<file path="src/rtl/wrr_arbiter_pkg.sv">
// Shared types and helpers for the weighted round-robin arbiter.
package wrr_arbiter_pkg;

  typedef enum logic {IDLE, BUSY} arb_state_e;

  // Index of the set bit in a one-hot vector (up to 32 requesters); 0 for all-zero.
  function automatic logic [4:0] onehot2idx(input logic [31:0] oh);
    logic [4:0] r;
    r = '0;
    for (int i = 0; i < 32; i++)
      if (oh[i]) r = r | 5'(i);
    return r;
  endfunction

endpackage

</file>
<file path="src/rtl/rr_prio_pick.sv">
// Rotating-priority search: first set req bit at or after start, wrapping N-1 -> 0.
module rr_prio_pick #(
  parameter int N   = 8,
  parameter int IDW = $clog2(N)
) (
  input  logic [N-1:0]   req,
  input  logic [IDW-1:0] start,
  output logic           found,
  output logic [IDW-1:0] idx
);

  // Scan from the farthest offset back to start so the nearest hit wins.
  always_comb begin
    int c;
    c     = 0;
    found = 1'b0;
    idx   = '0;
    for (int k = N - 1; k >= 0; k--) begin
      c = int'(start) + k;
      if (c >= N) c = c - N;
      if (req[IDW'(c)]) begin
        found = 1'b1;
        idx   = IDW'(c);
      end
    end
  end

endmodule

</file>
<file path="src/rtl/wrr_arbiter.sv">
// N-requester weighted round-robin arbiter with weight+1 cycle bursts.
// Define WRR_LOCK_EN to add a per-requester lock input that extends a burst.
module wrr_arbiter
  import wrr_arbiter_pkg::*;
#(
  parameter int N   = 8,
  parameter int WW  = 4,
  localparam int IDW = $clog2(N)
) (
  input  logic            clk,
  input  logic            rst,
  input  logic [N-1:0]    req,
  input  logic [N*WW-1:0] weight,
`ifdef WRR_LOCK_EN
  input  logic [N-1:0]    lock,
`endif
  output logic [N-1:0]    grant,
  output logic [IDW-1:0]  grant_id,
  output logic            grant_valid
);

  arb_state_e           state;
  logic [IDW-1:0]       ptr;
  logic [WW-1:0]        credit;
  logic [N-1:0][WW-1:0] w_arr;
  logic [IDW-1:0]       owner, owner_nxt, start;
  logic                 lock_o, hold, found;
  logic [IDW-1:0]       pick_idx;

  assign w_arr     = weight;
  assign owner     = IDW'(onehot2idx(32'(grant)));
  assign owner_nxt = (owner == IDW'(N - 1)) ? '0 : owner + 1'b1;

`ifdef WRR_LOCK_EN
  assign lock_o = lock[owner];
`else
  assign lock_o = 1'b0;
`endif

  assign hold  = (state == BUSY) && req[owner] && ((credit != '0) || lock_o);
  // On release the old owner is searched last.
  assign start = (state == BUSY) ? owner_nxt : ptr;

  rr_prio_pick #(.N(N), .IDW(IDW)) u_pick (
    .req   (req),
    .start (start),
    .found (found),
    .idx   (pick_idx)
  );

  always_ff @(posedge clk) begin
    if (rst) begin
      state       <= IDLE;
      ptr         <= '0;
      credit      <= '0;
      grant       <= '0;
      grant_id    <= '0;
      grant_valid <= 1'b0;
    end else if (hold) begin
      if (credit != '0) credit <= credit - 1'b1;
    end else begin
      if (state == BUSY) ptr <= owner_nxt;
      if (found) begin
        state       <= BUSY;
        grant       <= {{(N-1){1'b0}}, 1'b1} << pick_idx;
        grant_id    <= pick_idx;
        grant_valid <= 1'b1;
        credit      <= w_arr[pick_idx];
      end else begin
        state       <= IDLE;
        grant       <= '0;
        grant_id    <= '0;
        grant_valid <= 1'b0;
        credit      <= '0;
      end
    end
  end

endmodule

</file>
<file path="config.mk">
export PLATFORM = sky130hd
export DESIGN_NAME = wrr_arbiter
export DESIGN_NICKNAME = d
export VERILOG_FILES = /design/src/rtl/wrr_arbiter_pkg.sv /design/src/rtl/rr_prio_pick.sv /design/src/rtl/wrr_arbiter.sv
export SDC_FILE = /design/constraint.sdc
export NUM_CORES = 1
export LEC_CHECK = 0
export ABC_CLOCK_PERIOD_IN_PS = 9370
export CORE_MARGIN = 5
export CORE_UTILIZATION = 56
export DETAILED_ROUTE_END_ITERATION = 10
export PLACE_DENSITY_LB_ADDON = 0.1
export SLEW_MARGIN = 5
export SYNTH_ARGS = -nofsm -noshare
export SYNTH_HDL_FRONTEND = slang
export SYNTH_SLANG_ARGS = --single-unit
</file>
<file path="constraint.sdc">
create_clock -name clk -period 9.37 [get_ports clk]
set_input_delay 1.874 -clock clk [delete_from_list [all_inputs] [get_ports clk]]
set_output_delay 1.874 -clock clk [all_outputs]
set_load 0.02 [all_outputs]
</file>
==> metrics.cfg <==
[worst_setup_path]
crit_fanout = 24
reg2reg_depth = 18
endpoint_kind = register
rr_startpoint = grant[5]$_SDFFE_PP0N_
reg2reg_slack_ns = 3.74
worstPathRequired_ns = 9.52
crit_arrival_ns = 5.78
rr_endpoint = credit[3]$_SDFFE_PP0P_
startpoint_type = register
criticalPathCategory = register to register

[drt]
detail_route.wl_per_cell_um = 17.6
detail_route.vias_per_cell = 6.76
first_iteration_detailed_routing_drc_count = 286
antenna_violating_nets_post_route = 0
drt_wl_total_mm = 6.93
drc_errors = 0
drt_pass1_iterations = 5
routed-via-count = 2657

[sta]
final_setup_violation_count = 0
layout_worst_path_cycle_share_pct = 60.1
timing.hold.ws_ns = 0.480
tns_ns = 0
fmaxAchievable_mhz = 178
timing.final.crit_period_ns = 5.63
grt_setup_unrepaired = no
skew_ns = 0.000776
relSlewSlack_pct = 49.2
pins_over_their_slew_limit = 0
hold_viol_final = 0
max_slew.worst_pin.slew_ns = 0.762

[cts]
clock-sinks = 19
hold_buffers = 0
numCtsBuffers = 3
clkLatencyLatePin_ns = 0.26
cts-root-to-sink-buffers = 2
cts.clk_slew.worst_paths_ns = 0.07
cts.repair.resized = 0
clock_tree_from_tritoncts = built
h_tree_lvl_count = 1
clk_root_buffer_cell = sky130_fd_sc_hd__clkbuf_8
cts_post_setup_buffers_inserted = 0

[yosys]
synthDistinctLibCells = 68
synth_top_cell_by_area = sky130_fd_sc_hd__dfxtp_1
synth-seq-cells = 19
yosys_warnings = 0
postSynthAreaPerCell_um2 = 7.91
number_of_enable_flip_flop_cells_after_synthesis = 0
seq_area_frac_synth_pct = 15.9
primary_flip_flop_cell_chosen_by_synthesis_mapping = sky130_fd_sc_hd__dfxtp_1
synthesis.area_um2 = 2390
synth_top_cell_area_share_pct = 15.9
post_synth_inst_count = 302
syn_nets = 347
asyncSetResetFlopFracSynth_pct = 0
dominant_cells_by_area_after_synthesis = sky130_fd_sc_hd__dfxtp_1, sky130_fd_sc_hd__mux2i_1, sky130_fd_sc_hd__a21oi_1, sky130_fd_sc_hd__mux2_2, sky130_fd_sc_hd__nor2_1

[floorplan]
io_pins = 54
full_die_area_um2 = 5670
y_dimension_of_the_die_um = 75.3
die_w_um = 75.3
placeableCoreArea_um2 = 4060
fp-row-count = 23
starting_density_of_the_core_pct = 58.9

[final_layout]
number_of_inserted_diodes = 0
commonest_non_fill_non_tap_cell_in_the_layout = sky130_fd_sc_hd__clkdlybuf4s50_1
area.growth.synth_to_final_pct = 23.2
net_count_of_the_finished_layout = 389
mostFrequentLayoutCells = sky130_fd_sc_hd__clkdlybuf4s50_1, sky130_fd_sc_hd__a21oi_1, sky130_fd_sc_hd__nor2_1
final_layout_size_suffix_gt1_share_pct = 13.1

[grt]
grt.busiest_layer = met2
grt_max_degree = 25
met2_usage_pct = 42.7
antenna_violations_before_repair = 0
globalRouteOverflowTotal = 0
met1_usage_pct = 31.8
first_global_vias = 2352
track_usage_pct = 24.7
first_pass_grt_wire_length_mm = 11.2
globalRouteMet3Util_pct = 3.43

[run]
drv.max_cap_violation_count = 0

[placement]
gp_congestion = 0.939
place.port_buffers = 53
dp.final_hpwl_mm = 5.33

[hold_path]
worstHoldEndpoint = grant_id[0]$_SDFFE_PP0N_
worstHoldPathCells = 2
min-delay-path-class = register to register
worst_hold_start = grant_id[0]$_SDFFE_PP0N_

[outcome]
run_status = finished clean

==> cells in the mapped netlist (5+ instances only) <==
master,instances
sky130_fd_sc_hd__inv_1,9
sky130_fd_sc_hd__a21oi_1,31
sky130_fd_sc_hd__nor3_1,5
sky130_fd_sc_hd__dfxtp_1,19
sky130_fd_sc_hd__o21ai_1,5
sky130_fd_sc_hd__mux2i_1,22
sky130_fd_sc_hd__a22oi_1,12
sky130_fd_sc_hd__clkbuf_1,9
sky130_fd_sc_hd__nand2_1,24
sky130_fd_sc_hd__o211ai_1,13
sky130_fd_sc_hd__and2_1,9
sky130_fd_sc_hd__a211oi_1,8
sky130_fd_sc_hd__nor2_1,26
sky130_fd_sc_hd__mux2_2,10
sky130_fd_sc_hd__nor2b_1,6
sky130_fd_sc_hd__nand3_1,6
==> how the worst max path moves through the flow <==
stage / from / to / slack (ns) / depth (start not counted)
after detailed placement: grant[7]$_SDFFE_PP0N_ / credit[3]$_SDFFE_PP0P_ / 3.85 / 18
after CTS: grant[7]$_SDFFE_PP0N_ / credit[3]$_SDFFE_PP0P_ / 3.81 / 18
final: grant[5]$_SDFFE_PP0N_ / credit[3]$_SDFFE_PP0P_ / 3.74 / 18
after global placement: grant[7]$_SDFFE_PP0N_ / credit[3]$_SDFFE_PP0P_ / 3.95 / 18
after floorplan: grant[5]$_SDFFE_PP0N_ / credit[0]$_SDFFE_PP0P_ / 4.32 / 20
after global routing: grant[7]$_SDFFE_PP0N_ / credit[3]$_SDFFE_PP0P_ / 3.34 / 18
==> layer usage <==
layer | vias up | share of wire, %
met5 | - | 0
met4 | 0 | 2.3
met3 | 16 | 7.1
met2 | 138 | 50
met1 | 1251 | 40
li1 | 1252 | -
==> per-stage QoR <==
step           std cells  utilization, %  instance area (um^2)  setup WS [ns]
2_1_floorplan        302               -                  2390           4.32
3_3_place_gp         389            71.4                  2900           3.95
3_5_place_dp         389            71.4                  2900           3.85
4_1_cts              393            72.6                  2950           3.81
5_1_grt              393            72.6                  2950           3.34
6_report             393            72.6                  2950           3.74
==> worst max-delay path: stages (launching register included) <==
cell and delay (ns):
sky130_fd_sc_hd__dfxtp_1 0.39, sky130_fd_sc_hd__nor4_4 0.45, sky130_fd_sc_hd__inv_2 0.21, sky130_fd_sc_hd__ha_1 0.34, sky130_fd_sc_hd__mux2i_2 0.15, sky130_fd_sc_hd__buf_4 0.25
sky130_fd_sc_hd__inv_2 0.22, sky130_fd_sc_hd__ha_1 0.64, sky130_fd_sc_hd__mux4_2 0.28, sky130_fd_sc_hd__nor2_1 0.05, sky130_fd_sc_hd__a311oi_2 0.42, sky130_fd_sc_hd__o21ai_1 0.21
sky130_fd_sc_hd__and2_1 0.24, sky130_fd_sc_hd__a21oi_1 0.16, sky130_fd_sc_hd__o311ai_1 0.11, sky130_fd_sc_hd__o22ai_2 0.63, sky130_fd_sc_hd__mux4_2 0.60, sky130_fd_sc_hd__nand3_1 0.10
sky130_fd_sc_hd__nand3_1 0.06
==> final cells by class <==
| cell class | instances | area [um^2] |
|---|---|---|
| tap | 50 | 62.6 |
| fill | 326 | 1110 |
| multi-input combinational | 252 | 1860 |
| inverter | 13 | 48.8 |
| sequential | 19 | 380 |
| timing repair buffer | 55 | 546 |
| clock buffer | 3 | 41.3 |
| clock inverter | 1 | 5.00 |
==> flip-flops by register name, summed over array words and instances, names as in the netlist <==
name,flops
ptr,3
grant_id,3
grant,8
credit,4
state,1
==> logic make-up (layout without fill, tap and decap cells) <==
kind of cell / count (synthesis) / after routing / synth area share (%)
mux: 38 / 38 / 18.7
fa+ha+maj: 3 / 3 / 1.57
compound gates: 114 / 114 / 35.9
flops: 19 / 19 / 15.9
buf+inv: 31 / 72 / 6.18
simple gates: 95 / 95 / 20.9
xor+xnor: 2 / 2 / 0.733
Power is left out: the tool's default activity adds up to more than one toggle a clock period on the data nets, which glitch-free logic cannot reach.
